## config.mk

```make
export PLATFORM = sky130hd
export DESIGN_NAME = dmem_ctrl
export DESIGN_NICKNAME = d
export VERILOG_FILES = /design/src/rtl/dmem_ctrl.sv
export SDC_FILE = /design/constraint.sdc
export NUM_CORES = 1
export LEC_CHECK = 0
export BUFFER_PORTS_ARGS = -buffer_cell sky130_fd_sc_hd__clkbuf_2
export CAP_MARGIN = 0
export CORE_UTILIZATION = 33
export CTS_CLUSTER_DIAMETER = 50
export CTS_CLUSTER_SIZE = 25
export DETAILED_ROUTE_END_ITERATION = 6
export MAX_ROUTING_LAYER = met4
export PLACE_DENSITY_LB_ADDON = 0.2
export SLEW_MARGIN = 20
export SYNTH_ARGS = -nofsm -noshare
export SYNTH_HDL_FRONTEND = slang
export SYNTH_SLANG_ARGS = --single-unit
```

## constraint.sdc

```tcl
create_clock -name clk -period 3.6 [get_ports clk]
set_input_delay 0.18 -clock clk [delete_from_list [all_inputs] [get_ports clk]]
set_output_delay 0.18 -clock clk [all_outputs]
set_load 0.1 [all_outputs]
```

## src/rtl/dmem_ctrl.sv

```systemverilog
// Data-memory controller: aligns core loads/stores, posts stores through a write
// buffer and serialises all traffic onto a single-outstanding req/ack word bus.
module dmem_ctrl #(
  parameter int unsigned ADDR_W     = 30,
  parameter int unsigned WBUF_DEPTH = 4
) (
  input  logic              clk,
  input  logic              rst,
  input  logic [31:0]       mem_addr,
  input  logic              mem_oe,
  input  logic [31:0]       mem_wdata,
  input  logic [3:0]        mem_we,
  output logic [31:0]       mem_rdata,
  output logic              mem_valid,
  output logic              mem_ready,
  output logic              misalign,
  output logic              bus_req,
  output logic              bus_we,
  output logic [ADDR_W-1:0] bus_addr,
  output logic [3:0]        bus_be,
  output logic [31:0]       bus_wdata,
  input  logic [31:0]       bus_rdata,
  input  logic              bus_ack
);

  localparam int unsigned PTR_W = $clog2(WBUF_DEPTH);
  localparam int unsigned CNT_W = PTR_W + 1;

  typedef struct packed {
    logic [ADDR_W-1:0] addr;
    logic [3:0]        be;
    logic [31:0]       data;
  } wr_entry_t;

  typedef enum logic [1:0] {
    IDLE     = 2'd0,
    RD_DRAIN = 2'd1,
    RD_REQ   = 2'd2
  } state_t;

  state_t            state, state_n;
  wr_entry_t         wbuf [WBUF_DEPTH];
  logic [PTR_W-1:0]  wr_ptr, rd_ptr, head_idx;
  logic [CNT_W-1:0]  count, count_left;
  logic [ADDR_W-1:0] rd_addr, rd_addr_n;
  logic [1:0]        rd_off, rd_off_n;

  logic [1:0]        off;
  logic [7:0]        be_wide;
  logic [31:0]       wdata_sh;
  logic              st_misalign;
  logic              wbuf_full;
  logic              accept, push, pop, bus_free;
  logic              start_rd, start_wr, rd_done;

  // Only registered state feeds mem_ready, so the core may build mem_oe from it.
  assign wbuf_full = (count == CNT_W'(WBUF_DEPTH));
  assign mem_ready = (state == IDLE) && !wbuf_full;

  // Lane positioning of the incoming store and its alignment check.
  always_comb begin
    off         = mem_addr[1:0];
    be_wide     = {4'b0000, mem_we} << off;
    wdata_sh    = mem_wdata << {off, 3'b000};
    st_misalign = ((mem_we == 4'b0011) && off[0])
               || ((mem_we == 4'b1111) && (off != 2'b00))
               || (be_wide[7:4] != 4'b0000);
  end

  // Next-state logic; a bus slot is free when idle or completing this cycle.
  always_comb begin
    state_n    = state;
    rd_addr_n  = rd_addr;
    rd_off_n   = rd_off;
    accept     = mem_ready && mem_oe;
    push       = 1'b0;
    start_rd   = 1'b0;
    rd_done    = 1'b0;
    pop        = bus_req && bus_we && bus_ack;
    bus_free   = !bus_req || bus_ack;
    count_left = count - CNT_W'(pop);
    head_idx   = rd_ptr + PTR_W'(pop);

    case (state)
      IDLE: begin
        if (accept) begin
          if (mem_we == 4'b0000) begin
            rd_addr_n = mem_addr[ADDR_W+1:2];
            rd_off_n  = off;
            if (bus_free && (count_left == '0)) begin
              start_rd = 1'b1;
              state_n  = RD_REQ;
            end else begin
              state_n  = RD_DRAIN;
            end
          end else if (!st_misalign) begin
            push = 1'b1;
          end
        end
      end
      RD_DRAIN: begin
        // Buffered stores retire before the read so the load sees them.
        if (bus_free && (count_left == '0)) begin
          start_rd = 1'b1;
          state_n  = RD_REQ;
        end
      end
      RD_REQ: begin
        if (bus_ack) begin
          rd_done = 1'b1;
          state_n = IDLE;
        end
      end
      default: state_n = IDLE;
    endcase

    start_wr = bus_free && (count_left != '0) && !start_rd && (state != RD_REQ);
  end

  always_ff @(posedge clk) begin
    if (rst) begin
      state   <= IDLE;
      rd_addr <= '0;
      rd_off  <= 2'b00;
    end else begin
      state   <= state_n;
      rd_addr <= rd_addr_n;
      rd_off  <= rd_off_n;
    end
  end

  // Write-buffer pointers and occupancy.
  always_ff @(posedge clk) begin
    if (rst) begin
      wr_ptr <= '0;
      rd_ptr <= '0;
      count  <= '0;
    end else begin
      if (push) wr_ptr <= wr_ptr + PTR_W'(1);
      if (pop)  rd_ptr <= rd_ptr + PTR_W'(1);
      count <= count_left + CNT_W'(push);
    end
  end

  always_ff @(posedge clk) begin
    if (push) begin
      wbuf[wr_ptr] <= '{addr: mem_addr[ADDR_W+1:2], be: be_wide[3:0], data: wdata_sh};
    end
  end

  // Bus request registers only change when a slot opens, so they stay stable until ack.
  always_ff @(posedge clk) begin
    if (rst) begin
      bus_req   <= 1'b0;
      bus_we    <= 1'b0;
      bus_addr  <= '0;
      bus_be    <= 4'b0000;
      bus_wdata <= '0;
    end else if (start_rd) begin
      bus_req   <= 1'b1;
      bus_we    <= 1'b0;
      bus_addr  <= rd_addr_n;
      bus_be    <= 4'b0000;
      bus_wdata <= '0;
    end else if (start_wr) begin
      bus_req   <= 1'b1;
      bus_we    <= 1'b1;
      bus_addr  <= wbuf[head_idx].addr;
      bus_be    <= wbuf[head_idx].be;
      bus_wdata <= wbuf[head_idx].data;
    end else if (bus_ack) begin
      bus_req   <= 1'b0;
    end
  end

  // Core-side responses; mem_rdata holds until the next load completes.
  always_ff @(posedge clk) begin
    if (rst) begin
      mem_valid <= 1'b0;
      mem_rdata <= '0;
      misalign  <= 1'b0;
    end else begin
      mem_valid <= rd_done;
      if (rd_done) mem_rdata <= bus_rdata >> {rd_off, 3'b000};
      misalign  <= accept && (mem_we != 4'b0000) && st_misalign;
    end
  end

endmodule

```

==> qor.csv, run 1 <==
metric;value;unit
clock_latency;570;ps
worst_clock_skew;22.69;ps
synth_compound_area_share;7.047;%
fp-row-count;80;
grt_max_degree;72;
grt_pass1_wl;59330;µm
netlist_area;16070;µm²
gp_congestion;0.8114;
finalSetupViolations;0;
hp-start;bus_rdata[3];
vias;9776;
synthXorXnorAreaFrac;0.3270;%
crit_slowest_cell;or4_1;
syn2layout_area_growth;24.02;%
drt_iter0_drc;647;
status;finished, final reports clean;
grt_overflow;0;
cp.required;4050;ps
avgSynthCellArea;14.56;µm²
hold_viol;0;
crit_start;bus_req$_SDFFE_PP0P_;
postCtsSetupBuffers;0;
hold_buffers;43;
die_area;49580;µm²
startpoint_type;register;
critPathKind;reg -> reg;
path_clk_slew;70;ps
grt_pass1_vias;9679;
cts_resized;0;
place_hpwl;24910;µm
synth_ff_type;edfxtp_1;
timing.rr.end;bus_wdata[19]$_SDFFE_PP0P_;
critPathMaxFanout;21;
ys_warn_count;0;
yosysUniqueCellTypes;43;
synth_fa_ha_area_share;0.7008;%
tightestPinTransition;1035;ps
synth_mux_area_share;14.05;%
core-area;47850;µm²
cts_max_path_buffers;3;
ys_seq_area_share;67.15;%
timing.rr.start;bus_req$_SDFFE_PP0P_;
synthSimpleGateAreaFrac;7.895;%
path_cells;and3_1, ha_1, ha_1, xor2_1, or4_1, o21ai_4, buf_12, a21oi_1;
worst_hold_path.num_cells;4;
crit_top_cell;ha_1;
ff2ff_path_depth;8;
die_x;222.7;µm
layout_common_cells;264 x edfxtp_1, 206 x clkbuf_2, 143 x dfxtp_1;
synth-edff-count;264;
drv_slew;0;
viasPerCell;4.861;
synth-seq-cells;407;
final_common_cell;edfxtp_1;
fmax;0.3732;GHz
rrSetupSlack;920;ps
drive_gt1_share;30.99;%
synth_fp_nets;1217;
rsz0062_at_grt;false;
tritoncts;built;
crit_buf_inv;1;
layout.nets;1471;
p_leak;7.199;nW
antenna_found_initial;2;
min_path_type;in -> reg;
cts_buffers;44;
timing.final.crit_period;2680;ps
arrival;3130;ps
worstHoldEndpoint;mem_rdata[3]$_SDFFE_PP0P_;
powerDensity;628.6;nW/µm²
synth_top_family_by_area;multiplexers;
drc_errors;0;
track_usage;16.28;%
first_pass_iters;5;
cts_sinks;407;
synthArstFlopShare;0;%
crit_family;simple AND/OR/NAND/NOR gates;
timing.max_cap.violations;0;
wirelength;39350;µm
start_util;33.59;%
synth_cells;1104;
slowest_delay;590;ps
peakVddDrop;0.4588;mV
fin_crit_sh;74.44;%
slew_headroom;30.85;%
antenna_left;0;
die_h;222.7;µm
hold_slack;38.56;ps
port_buffers;206;
tns;0;ps
end_kind;register;
ioPinCount;207;
h-tree-depth;2;
wl_per_cell;19.57;µm
clock-root-buffer;clkbuf_16;
-- layer usage --
layer,up-vias,part of all wire (%),global-route usage (%)
met5,-,0,-
met4,0,2.3,5.362
met3,58,5.3,2.936
met2,248,48,25.77
met1,4842,44,21.11
li1,4628,-,-
-- registers in the layout, indices dropped and copies added (netlist names) --
name,count
mem_rdata,32
bus_addr,30
bus_wdata,32
wbuf,264
rd_ptr,2
bus_req,1
mem_valid,1
bus_be,4
rd_off,2
count,3
wr_ptr,2
misalign,1
bus_we,1
rd_addr,30
state,2
-- per-stage QoR --
step	instance area, µm²	setup WS [ps]	utilization [%]	std cells	power (mW)
after detailed placement	17950	863.2	37.51	1884	7.884
after floorplan	16070	183.7	-	1104	7.274
after global placement	17950	886.7	37.51	1884	7.867
after CTS	19920	870.2	41.64	2009	12.70
final	19930	920.3	41.65	2011	12.53
after global routing	19930	726.5	41.65	2011	13.00
-- area by class of cell --
| class | count | area, µm² |
|---|---|---|
| fill | 4436 | 27920 |
| sequential | 407 | 10790 |
| multi-input combinational | 590 | 4892 |
| timing repair buffer | 277 | 1784 |
| clock buffer | 56 | 1240 |
| tap | 615 | 769.5 |
| clock inverter | 26 | 305.3 |
| inverter | 38 | 142.6 |
| antenna | 2 | 5.005 |
-- worst max-delay path by stage --
stage	endpoint	depth (start not counted)
after floorplan	wbuf[2][0]$_DFFE_PP_	5
after global placement	bus_we$_SDFFE_PP0P_	9
after detailed placement	bus_we$_SDFFE_PP0P_	9
after CTS	bus_wdata[19]$_SDFFE_PP0P_	8
after global routing	bus_wdata[19]$_SDFFE_PP0P_	8
final	bus_wdata[19]$_SDFFE_PP0P_	8
-- synthesized netlist by cell type (11+ instances only) --
cell type	number	share of area (%)
dfxtp_1	143	18
mux4_2	66	9.3
clkbuf_1	36	0.84
mux2i_1	67	4.2
nand2_1	141	3.3
and2_1	15	0.58
nor3_1	19	0.59
nor2b_1	16	0.62
buf_2	24	0.75
edfxtp_1	264	49
inv_1	38	0.89
a211oi_1	17	0.79
a21oi_1	69	2.1
o221ai_2	30	2.8
o21ai_0	11	0.34
nor2_1	77	1.8
-- cell families after synthesis --
kind of cell	after synthesis
buffers and inverters	107
AOI/OAI and AO/OA	145
muxes	142
adders and majority gates	9
and+or+nand+nor	288
xor gates and xnor gates	6
DFF	407
-- worst min-delay path, cell delays in order --
cell and delay, ps:
clkbuf_2 70, mux2_2 130, o211ai_1 80, a21oi_1 110
-- power breakdown --
group | internal [mW] | switching (mW)
Clock | 2.79 | 1.96
Sequential | 5.22 | 0.119
Combinational | 0.552 | 1.88
Power figures use the tool's default switching activity.
==> inputs of run 2 (changes only) <==
clock period = 2.2 ns   (was 3.6 ns; I/O delays follow)
==> run 2 against run 1 <==
Against the previous run: the run now ends with setup timing left; clock-buffer cell count fell by 10; final area grew 5.4%; non-clock buffer count increased by 77; hold slack worse by 5.0 ps; fmax grew 16%; die area stayed put; wire length rose by 4.1%; largest cell class unchanged; highest routed layer unchanged.
==> qor.csv, run 2 (same netlist as run 1, synthesis figures left out) <==
metric;value;unit;change
core-area;47850;µm²;unchanged
internal-power;13.67;mW;was 8.562 mW
fin_area;21010;µm²;was 19930 µm²
fin_crit_sh;105.4;%;was 74.44%
port_buffers;206;;unchanged
worst_clock_skew;25.05;ps;was 22.69 ps
layout.nets;1545;;was 1471
first_pass_iters;5;;unchanged
wl_per_cell;19.69;µm;was 19.57 µm
timing.final.crit_period;2318;ps;was 2680 ps
regArea;10800;µm²;was 10790 µm²
drc_errors;0;;unchanged
tritoncts;built;;unchanged
wirelength;40960;µm;was 39350 µm
layout_common_cells;264 x edfxtp_1, 206 x clkbuf_2, 141 x dfxtp_1;;was 264 x edfxtp_1, 206 x clkbuf_2, 143 x dfxtp_1
min_path_type;in -> reg;;unchanged
cp.required;2620;ps;was 4050 ps
slew_headroom;56.97;%;was 30.85%
multi_input_area;5089;µm²;was 4892 µm²
place_ws;-133.5;ps;was 863.2 ps
worst_slack;-117.8;ps;was 920.3 ps
power_switching;6.798;mW;was 3.966 mW
powerDensity;974.2;nW/µm²;was 628.6 nW/µm²
p_leak;7.624;nW;was 7.199 nW
antenna_left;0;;unchanged
diodes;0;;was 2
p_clk_share;35.3;%;was 37.9%
placed_cell_area;18510;µm²;was 17950 µm²
p_sw_share;33.22;%;was 31.66%
h-tree-depth;2;;unchanged
comb_power_share;22.0;%;was 19.4%
gp_congestion;0.8136;;was 0.8114
fmax;0.4315;GHz;was 0.3732 GHz
place_hpwl;25630;µm;was 24910 µm
cts_max_path_buffers;3;;unchanged
grt_pass1_wl;61350;µm;was 59330 µm
power;20.47;mW;was 12.53 mW
grt_pass1_vias;10110;;was 9679
timing.max_cap.violations;0;;unchanged
cts_buffers;41;;was 44
cts_sinks;407;;unchanged
start_util;33.59;%;unchanged
vias;10160;;was 9776
startpoint_type;register;;unchanged
critPathKind;reg -> reg;;unchanged
critPathMaxFanout;8;;was 21
path_clk_slew;70;ps;about the same
grt_overflow;0;;unchanged
peakVddDrop;0.5542;mV;was 0.4588 mV
reg_top3;wbuf x264, bus_wdata x32, mem_rdata x32;;unchanged
largest_reg_flops;264;;unchanged
num-fill-cells;4376;;was 4436
tightestPinTransition;643.1;ps;was 1035 ps
drive_gt1_share;35.77;%;was 30.99%
die_h;222.7;µm;unchanged
track_usage;16.73;%;was 16.28%
syn2layout_area_growth;30.74;%;was 24.02%
fp-row-count;80;;unchanged
clock_latency;570;ps;about the same
die_area;49580;µm²;unchanged
rsz0062_at_grt;true;;was false
clock-root-buffer;clkbuf_16;;unchanged
ioPinCount;207;;unchanged
violations;setup timing;;
final_common_cell;edfxtp_1;;unchanged
viasPerCell;4.886;;was 4.861
grt_max_degree;44;;was 72
status;finished with violations;;was finished, final reports clean
arrival;2740;ps;was 3130 ps
antenna_found_initial;0;;was 2
regMostFlops;wbuf;;unchanged
finalSetupViolations;67;;was 0
p_seq_share;42.7;%;about the same
drv_slew;0;;unchanged
end_kind;register;;unchanged
die_x;222.7;µm;unchanged
drt_iter0_drc;529;;was 647
hold_viol;0;;unchanged
==> run 2: metal layers <==
| metal | track usage (%) | routed length, µm |
|---|---|---|
| met1 | 22.04 | 18700 |
| met2 | 26.29 | 19570 |
| met3 | 2.896 | 1798 |
| met4 | 5.250 | 896 |
| met5 | - | 0 |
==> run 2: cell type report <==
type / instances / share of cell area, %
Inverter: 38 / 0.6789
Sequential cell: 407 / 51.40
Multi-Input combinational cell: 590 / 24.22
Clock inverter: 30 / 1.578
Timing Repair Buffer: 354 / 13.29
Clock buffer: 46 / 5.175
Tap cell: 615 / 3.663
==> run 2: worst max-delay path, stage by stage, from the launching register on <==
cell and delay, ps:
dfxtp_4 340, and3_4 180, ha_4 160, ha_4 280, nand2_4 50, or4_4 480
o211ai_1 210, buf_4 210, clkbuf_16 190, o221ai_2 90
==> run 2: what timing repair did <==
action | in CTS | in global routing
buffers inserted | 2 | 3
gates resized for setup | 4 | 41
cloned | 2 | 4
endpoints found under the setup margin | 59 | 134
hold endpoints to repair | 259 | 0
pin swaps | 1 | 2
hold buffers | 71 | 0
==> run 2: per-stage QoR <==
step | util, % | cells | hold WS (ps) | TNS, ps
6_report | 43.91 | 2080 | 33.54 | -5311
3_5_place_dp | 38.69 | 1922 | 359.3 | -4067
2_1_floorplan | - | 1104 | 208.9 | -61080
4_1_cts | 43.33 | 2073 | 1.731 | -3743
5_1_grt | 43.91 | 2080 | 27.09 | -10910
3_3_place_gp | 38.69 | 1922 | 358.4 | -2849
==> run 2: path summary, 6_finish.rpt <==
check / startpoint / to / slack [ps] / depth (start not counted)
worst min-delay path: bus_rdata[9] / mem_rdata[9]$_SDFFE_PP0P_ / 30 / 5
worst max-delay path: bus_req$_SDFFE_PP0P_ / bus_addr[17]$_SDFFE_PP0P_ / -120 / 9
worst min register to register: mem_rdata[24]$_SDFFE_PP0P_ / mem_rdata[24]$_SDFFE_PP0P_ / 450 / 2
worst max register to register: bus_req$_SDFFE_PP0P_ / bus_addr[17]$_SDFFE_PP0P_ / -120 / 9
==> run 2: power by group through the flow <==
stage	logic, mW	registers, mW	clock network, mW
6_report	4.49	8.74	7.23
5_1_grt	4.73	8.78	7.71
4_1_cts	4.38	8.74	7.43
3_5_place_dp	4.23	8.91	0
3_3_place_gp	4.21	8.90	0
2_1_floorplan	1.22	10.7	0
